[src/rtl/seg7_scan.sv]
// Eight-digit multiplexed hex display scanner for a CPU PC / ALU result value.
// Define SEG7_LEADING_ZERO_BLANK_EN to blank leading zero digits (digit 0 always shown).
module seg7_scan #(
  parameter int CLK_DIV = 100000
) (
  input  logic        clk,
  input  logic        rst_n,
  input  logic [31:0] pc_display,
  input  logic [31:0] alu_result,
  input  logic        sel,
  output logic [7:0]  an_n,
  output logic [6:0]  seg_n,
  output logic        dp_n
);

  localparam int CW = 24;
  localparam logic [CW-1:0] DIV_LAST = CW'(CLK_DIV - 1);

  logic [CW-1:0] div_cnt;
  logic          tick;
  logic [2:0]    idx;
  logic [31:0]   snap;
  logic          snap_sel;

  logic [3:0]    nib;
  logic          blank;
  logic [7:0]    an_next;
  logic [6:0]    seg_next;
  logic          dp_next;

  assign tick = (div_cnt == DIV_LAST);

  function automatic logic [6:0] hex_seg(input logic [3:0] v);
    logic [6:0] s;
    case (v)
      4'h0: s = 7'b1000000;
      4'h1: s = 7'b1111001;
      4'h2: s = 7'b0100100;
      4'h3: s = 7'b0110000;
      4'h4: s = 7'b0011001;
      4'h5: s = 7'b0010010;
      4'h6: s = 7'b0000010;
      4'h7: s = 7'b1111000;
      4'h8: s = 7'b0000000;
      4'h9: s = 7'b0010000;
      4'hA: s = 7'b0001000;
      4'hB: s = 7'b0000011;
      4'hC: s = 7'b1000110;
      4'hD: s = 7'b0100001;
      4'hE: s = 7'b0000110;
      default: s = 7'b0001110;
    endcase
    return s;
  endfunction

  // Prescaler: one tick every CLK_DIV cycles.
  always_ff @(posedge clk or negedge rst_n) begin
    if (!rst_n) begin
      div_cnt <= '0;
    end else if (tick) begin
      div_cnt <= '0;
    end else begin
      div_cnt <= div_cnt + 1'b1;
    end
  end

  // Digit index advances after its slot has been driven.
  always_ff @(posedge clk or negedge rst_n) begin
    if (!rst_n) begin
      idx <= 3'd0;
    end else if (tick) begin
      idx <= idx + 3'd1;
    end
  end

  // Snapshot reloads on the digit-7 tick so a frame never mixes two values.
  always_ff @(posedge clk or negedge rst_n) begin
    if (!rst_n) begin
      snap     <= 32'h0000_0000;
      snap_sel <= 1'b0;
    end else if (tick && (idx == 3'd7)) begin
      snap     <= sel ? alu_result : pc_display;
      snap_sel <= sel;
    end
  end

  assign nib = snap[{idx, 2'b00} +: 4];

`ifdef SEG7_LEADING_ZERO_BLANK_EN
  // A digit is leading-zero when it and every higher nibble are zero.
  assign blank = (idx != 3'd0) && ((snap >> {idx, 2'b00}) == 32'd0);
`else
  assign blank = 1'b0;
`endif

  always_comb begin
    an_next  = ~(8'b0000_0001 << idx);
    seg_next = hex_seg(nib);
    dp_next  = !((idx == 3'd7) && snap_sel);
    if (blank) begin
      an_next  = 8'hFF;
      seg_next = 7'h7F;
    end
  end

  // Registered outputs change only on a tick.
  always_ff @(posedge clk or negedge rst_n) begin
    if (!rst_n) begin
      an_n  <= 8'hFF;
      seg_n <= 7'h7F;
      dp_n  <= 1'b1;
    end else if (tick) begin
      an_n  <= an_next;
      seg_n <= seg_next;
      dp_n  <= dp_next;
    end
  end

endmodule

[config.mk]
export PLATFORM = sky130hd
export DESIGN_NAME = seg7_scan
export DESIGN_NICKNAME = d
export VERILOG_FILES = /design/src/rtl/seg7_scan.sv
export SDC_FILE = /design/constraint.sdc
export NUM_CORES = 1
export LEC_CHECK = 0
export CELL_PAD_IN_SITES_DETAIL_PLACEMENT = 2
export CELL_PAD_IN_SITES_GLOBAL_PLACEMENT = 2
export CORE_MARGIN = 1
export CORE_UTILIZATION = 33
export DETAILED_ROUTE_END_ITERATION = 16
export PLACE_DENSITY = 0.78
export SLEW_MARGIN = 20
export SYNTH_ARGS = -nofsm -noshare
export SYNTH_HDL_FRONTEND = slang
export SYNTH_SLANG_ARGS = --single-unit
[constraint.sdc]
create_clock -name clk -period 3.4 [get_ports clk]
set_clock_uncertainty 0.2 [all_clocks]
set_input_delay 0.68 -clock clk [delete_from_list [all_inputs] [get_ports clk]]
set_output_delay 0.68 -clock clk [all_outputs]
set_load 0.1 [all_outputs]
-- After elaboration in Yosys (flattened, before gate mapping)
Memory sizes are Yosys's and may differ from the RTL's. A register that Yosys moved wholly into a read port is not among the register bits.
Cells that the tools add are included.
- ROM bits: 112
- register bits after elaboration: 69
- memories: 1
- memory list (name ; depth ; bits a word ; read ports ; clocked after Yosys merged registers in ; wr ports ; line ; source):
    (no name shown) ; 16 ; 7 ; 1 ; 1 ; 0 ; 35 ; case (v)
- shifts and indexed selects: 2
- $add $sub $neg: 2
- eq/ne operators: 2
- bitwise gates (word level): 1
- muxes and demuxes: 2
- reductions and logical operators: 4
- operators with widths (kind ; number):
    two-way mux 32 bit ; 1
    variable part select 32 x 6 -> 4 bit ; 1
    adder 24 x 1 -> 24 bit, second input constant ; 1
    equality test 24 x 17 -> 1 bit, second input constant ; 1
    two-way mux 24 bit ; 1
    inverter 8 bit ; 1
    left shift 1 x 3 -> 8 bit, first input constant ; 1
    adder 3 x 1 -> 3 bit, second input constant ; 1
    equality test 3 bit, second input constant ; 1
    logical AND 1 bit ; 2
    zero test 1 bit ; 2

-- Logic depth before layout (Yosys ltp)
Gate-level depths: netlist of run 1.
- depth in word-level cells: 3
- mapped depth: 9
- gate-level depth less buffers: 8

-- Worst setup path before layout of run 1
No wires, ideal clock.
- kind: register -> register
- from: register idx[0]
- to: register seg_n[2]
- setup time: 77 ps
- arrival: 2324 ps
- required time: 3123 ps
- setup slack: 799 ps
- buffers on the path: 1
- cell stages (with the launch flop): 8
- clock period less this slack: 2601 ps
- path through: dfrtp_1 > buf_6 > mux4_1 > mux2i_2 > inv_1 > ha_1 > or3_2 > a31oi_1
- longest elaborated chain between the ends: 1
- RTL lines (item ; line ; source):
    from (decl) ; 21 ; logic [2:0] idx;
    from (signal assigned) ; 72 ; idx <= idx + 3'd1;
    variable part select 32 x 6 -> 4 bit ; 87 ; assign nib = snap[{idx, 2'b00} +: 4];
    to (decl) ; 12 ; output logic [6:0] seg_n,
No other way between the ends.
A chain may end at the register's enable or synchronous reset.

-- Worst setup path after layout of run 1
- from: register idx[0]
- to: register seg_n[5]
Same word-level chain as after synthesis.

==> metrics.txt, run 1 <==
outcome=finished with violations; failing checks=DRC; Clock Latency Late Sink=330 ps; Nets=513; crit path DAT=2990 ps; register-to-register path setup slack=470 ps; Final Hold Fails=0; synthesized area=approximately 4000 µm²; via count=2964; Distinct cells, synth=43; Synthesis Warnings=0; count of pins over their slew limit=0; Hold Path Cell Cnt=1; Root Buffer=clkbuf_16; Setup Viol. Count Final=0; drt via density=approximately 5.1; total core area=11500 µm²; Die H=111 µm; antenna violations before repair=0; TritonCTS Buffers=9; share of the synthesized area in the top cell type=38.3%; f_max=342 MHz; RR Startpoint=idx[0]; Final GP Congestion=0.766; GRT overflow=0; startpoint types=flop; Post-DP HPWL=7.41 mm; Setup CP Type=flop to flop; Die ar.=12300 µm²; post-CTS setup buffers=0; boundary pin count=slightly above 80; CTS tree=built; Tot Pwr=2.10 mW; Final period util=between 80% and 90%; Seq/Total Area, Yosys=49.0%; cts hold-fix bufs=0; crit path capture type=flop; Initial Utilization=34.1%; port bufs=82; n_diodes=0; post-cts resize count=0; CTS Sinks=76; TritonRoute pass-1 iters=10; synthesized instance count=359; total track usage=18.0%; unrepaired setup endpoints after global routing=false; slew margin rel.=34.5%; final setup TNS=0 ps; required time worst endpoint=around 3500 ps; drt wl/cell=between 15 and 20 µm; worst vdd ir=roughly 0.20 mV; register bit total from synthesis=76; worst min path class=flop to flop; LEAKAGE=2.23 nW; Max Cap Viol=0; largest net degree at the start of global routing=77; peak fanout along the critical path=6; site row count=39; ranking of synthesized cells by area=dfrtp_1 (38%), dfstp_2 (11%), mux2i_1 (9.7%); Final ANT Viol Nets=0; dominant cell type by area after synthesis=dfrtp_1; power per cell area=409 nW/µm²; synth-to-layout area growth=31.1%; final WL=slightly above 10 mm; Mean Syn Cell Area=10.9 µm²; first-pass GRT wire length=17.2 mm; Hold EP=dp_n; number of synthesized flops with an enable pin=0; Die Width=111 µm; Clk pin slew, worst setup/hold paths=60 ps; worst r2r path cells=8; DR iter-0 viols=84; H-tree depth=3; hold path startpoint=snap_sel; Syn Nets=438; Post-synth ARST share=100%; share of layout cells above drive strength 1=15.9%; vias in the first global route=3346; DRC=4; Clock Path Buffers=2; worst r2r dst=seg_n[5]; Least-Margin Pin Slew=983 ps; Synth Flop Type=dfrtp_1; min Tclk post-route=2930 ps
## sequential cells by signal, indices dropped and copies added (netlist names)
| signal | cells |
|---|---|
| seg_n | 7 |
| an_n | 8 |
| div_cnt | 24 |
| snap | 32 |
| dp_n | 1 |
| idx | 3 |
| snap_sel | 1 |
## layer usage
metal | GRT usage, % | share of wire (%) | vias up
li1 | - | - | 1415
met1 | 22.1 | 43 | 1458
met2 | 30.6 | 51 | 77
met3 | 4.16 | 3.6 | 14
met4 | 6.85 | 2.0 | 0
met5 | 0 | 0 | -
## cell usage in the layout, fill, tap and decap left out, types with 6 or more instances in the layout
cell type | synthesis | layout
a31oi_1 | 10 | 10
buf_4 | 0 | 19
clkbuf_16 | 0 | 9
clkdlybuf4s50_1 | 0 | 64
dfrtp_1 | 60 | 60
dfstp_2 | 16 | 16
ha_1 | 12 | 12
inv_1 | 7 | 7
mux2i_1 | 38 | 38
nand2_1 | 47 | 47
nand3_1 | 15 | 14
nor2_1 | 24 | 24
nor3_1 | 6 | 6
o21ai_0 | 36 | 36
xnor2_1 | 16 | 16
xor2_1 | 8 | 8
## cells in the mapped netlist, types with 2 or more instances
master and n:
dfrtp_1 60, nand2_1 47, mux2i_1 38, o21ai_0 36, nor2_1 24, dfstp_2 16
xnor2_1 16, nand3_1 15, ha_1 12, clkbuf_1 11, a31oi_1 10, xor2_1 8
inv_1 7, nor3_1 6, mux4_2 5, buf_1 4, and2_1 3, and3_1 3
buf_2 3, mux4_1 3, nand4_1 3, nor4_1 3, and4_1 2, buf_6 2
mux2i_4 2, o21a_1 2, o221ai_2 2
## worst max-delay path: stages, from the launching register on
cell	delay, ps
dfrtp_1	520
buf_4	230
mux4_2	510
mux2i_1	440
inv_1	200
ha_1	290
mux2i_1	210
o221ai_2	130
o21a_1	140
## final cells by class
| cell class | instances | area (µm²) |
|---|---|---|
| multi-input combinational | 254 | 1870 |
| inverter | 8 | 30.0 |
| tap | 143 | 179 |
| fill | 1196 | 6370 |
| sequential | 76 | 1920 |
| clock buffer | 12 | 267 |
| timing repair buffer | 85 | 808 |
| clock inverter | 4 | 70.1 |
## worst max path at each step
stage | from | end | slack, ps | depth (start not counted)
after global placement | idx[0] | seg_n[5] | 700 | 8
after floorplan | idx[0] | seg_n[2] | 800 | 7
after global routing | idx[0] | seg_n[6] | 310 | 8
after CTS | idx[0] | seg_n[6] | 430 | 8
after detailed placement | idx[0] | seg_n[6] | 470 | 8
final | idx[0] | seg_n[5] | 470 | 8
## cell families (layout without fill, tap and decap cells)
group / count (synthesis) / after routing / synth area share (%)
simple gates: 114 / 114 / 13.8
xor+xnor: 24 / 24 / 5.36
buf+inv: 29 / 109 / 3.54
mux: 50 / 50 / 16.4
compound gates: 54 / 54 / 8.10
flops: 76 / 76 / 49.0
fa+ha+maj: 12 / 12 / 3.83
## power breakdown
part / switching (mW) / internal (mW) / total, mW
Combinational: 0.0459 / 0.0830 / 0.129
Clock: 0.368 / 0.700 / 1.07
Sequential: 0.000332 / 0.906 / 0.907
Total: 0.415 / 1.69 / 2.10
## through the flow
stage	hold WS [ps]	util, %	area, µm²	cells	setup WS [ps]
final	244	44.7	5140	582	472
after global routing	266	44.7	5140	582	310
after detailed placement	223	41.7	4810	566	467
after CTS	247	44.7	5140	582	434
after global placement	206	41.7	4810	566	704
after floorplan	184	-	3920	359	799
(Power assumes the default switching activity.)
==> run 2: changes to the inputs <==
--- a/config.mk
+++ b/config.mk
@@ -11,7 +11,7 @@
 export CORE_UTILIZATION = 33
 export DETAILED_ROUTE_END_ITERATION = 16
 export PLACE_DENSITY = 0.78
-export SLEW_MARGIN = 20
+export SLEW_MARGIN = 25
 export SYNTH_ARGS = -nofsm -noshare
 export SYNTH_HDL_FRONTEND = slang
 export SYNTH_SLANG_ARGS = --single-unit
==> run 2 against run 1 <==
Compared with the run above: the run still ends with DRC left; maximum frequency unchanged; wire length about the same; sequential power about the same; via count unchanged; largest power group unchanged; final cell count unchanged; non-clock buffer count unchanged; final area about the same; worst setup slack unchanged; critical path depth unchanged; die area unchanged; power about the same.
==> metrics.txt, run 2 (same netlist as run 1, synthesis figures left out) <==
Root Buffer=clkbuf_16; Final Cell Area=5150 µm²; post-CTS setup buffers=0; Final Hold Fails=0; Final GP Congestion=0.766; synth-to-layout area growth=31.2%; Die Width=around 110 µm; required time worst endpoint=3460 ps; count of pins over their slew limit=0; Final period util=86.1%; TritonRoute pass-1 iters=10; boundary pin count=83; Post-DP HPWL=7.41 mm; Buf+Inv Stages, Crit Path=2; Max Cap Viol=0; final setup TNS=0 ps; non-filler instance count after layout=582; setup slack after layout=472 ps; peak fanout along the critical path=6; final core utilization=approximately 45%; failing checks=DRC; Setup Viol. Count Final=0; Tot Pwr=2.10 mW; drt via density=5.09; unrepaired setup endpoints after global routing=false; Clk pin slew, worst setup/hold paths=approximately 60 ps; DP Worst Slack=467 ps; most common cell after layout, fill and taps aside=clkdlybuf4s50_1; min Tclk post-route=2930 ps; drt wl/cell=17.5 µm; most frequent cells in the layout=clkdlybuf4s50_1 (64), dfrtp_1 (60), nand2_1 (47); outcome=finished with violations; n_diodes=0; Setup CP Type=flop to flop; critical path's top delay family=multiplexers; critical-path cell list=buf_4 > mux4_2 > mux2i_1 > inv_1 > ha_1 > mux2i_1 > o221ai_2 > o21a_1; H-tree depth=3; f_max=between 300 and 400 MHz; DRC=4; LEAKAGE=between 2 and 2.5 nW; largest net degree at the start of global routing=between 70 and 80; Die ar.=~12000 µm²; worst vdd ir=0.199 mV; via count=2964; CTS tree=built; critical path's most frequent cell=mux2i_1; antenna violations before repair=0; worst hold slack=approximately 140 ps; Placed Area=4810 µm²; crit path DAT=approximately 3000 ps; power per cell area=409 nW/µm²; DR iter-0 viols=between 80 and 90; startpoint types=flop; final WL=10.2 mm; Most flops, register=snap; Die H=~110 µm; worst min path class=input port to async pin; port bufs=82; Least-Margin Pin Slew=approximately 900 ps; total core area=11500 µm²; crit path capture type=flop; max reg flops=32; cts hold-fix bufs=0; max incr delay on CP=between 500 and 600 ps; CP max-delay cell=dfrtp_1; site row count=39; slew margin rel.=about two fifths; TritonCTS Buffers=9; post-cts resize count=0; Final ANT Viol Nets=0; CTS Sinks=76; Clock Path Buffers=2; dpl cells=566; Clock Latency Late Sink=330 ps; total track usage=approximately 18%; share of layout cells above drive strength 1=15.9%; first-pass GRT wire length=17.2 mm; Nets=approximately 510; GRT overflow=0; Initial Utilization=34.1%; vias in the first global route=3346; Largest regs=snap x32, div_cnt x24, an_n x8
-- run 2: per-layer routing --
layer | track usage (%) | vias up | part of all wire (%) | routed length, µm
li1 | - | 1415 | - | -
met1 | 22.1 | 1458 | 43 | 4420
met2 | 30.6 | 77 | 51 | 5170
met3 | 4.16 | 14 | 3.6 | 366
met4 | 6.85 | 0 | 2.0 | 208
met5 | 0 | - | 0 | 0
-- run 2: final timing paths --
check / from / endpoint / slack (ps) / depth (start not counted)
worst max register to register: idx[0] / seg_n[5] / 470 / 8
min in group clk: snap_sel / dp_n / 240 / 1
worst max-delay path: idx[0] / seg_n[5] / 470 / 8
worst min register to register: snap_sel / dp_n / 240 / 1
worst min-delay path: rst_n / div_cnt[2] / 140 / 1
max in group asynchronous: rst_n / div_cnt[8] / 2330 / 1
-- run 2: where the power goes --
| group | leakage [nW] | switching (mW) | internal (mW) |
|---|---|---|---|
| registers | 0.819 | 0.000332 | 0.906 |
| logic | 1.25 | 0.0459 | 0.0835 |
| clock network | 0.169 | 0.368 | 0.700 |
-- run 2: area by class of cell --
type | instances | area (µm²)
repair buffers | 85 | 812
inverters | 8 | 30.0
multi-input cells | 254 | 1870
fillers | 1197 | 6370
clock buffers | 12 | 267
flip-flops and latches | 76 | 1920
well taps | 143 | 179
clock inverters | 4 | 70.1
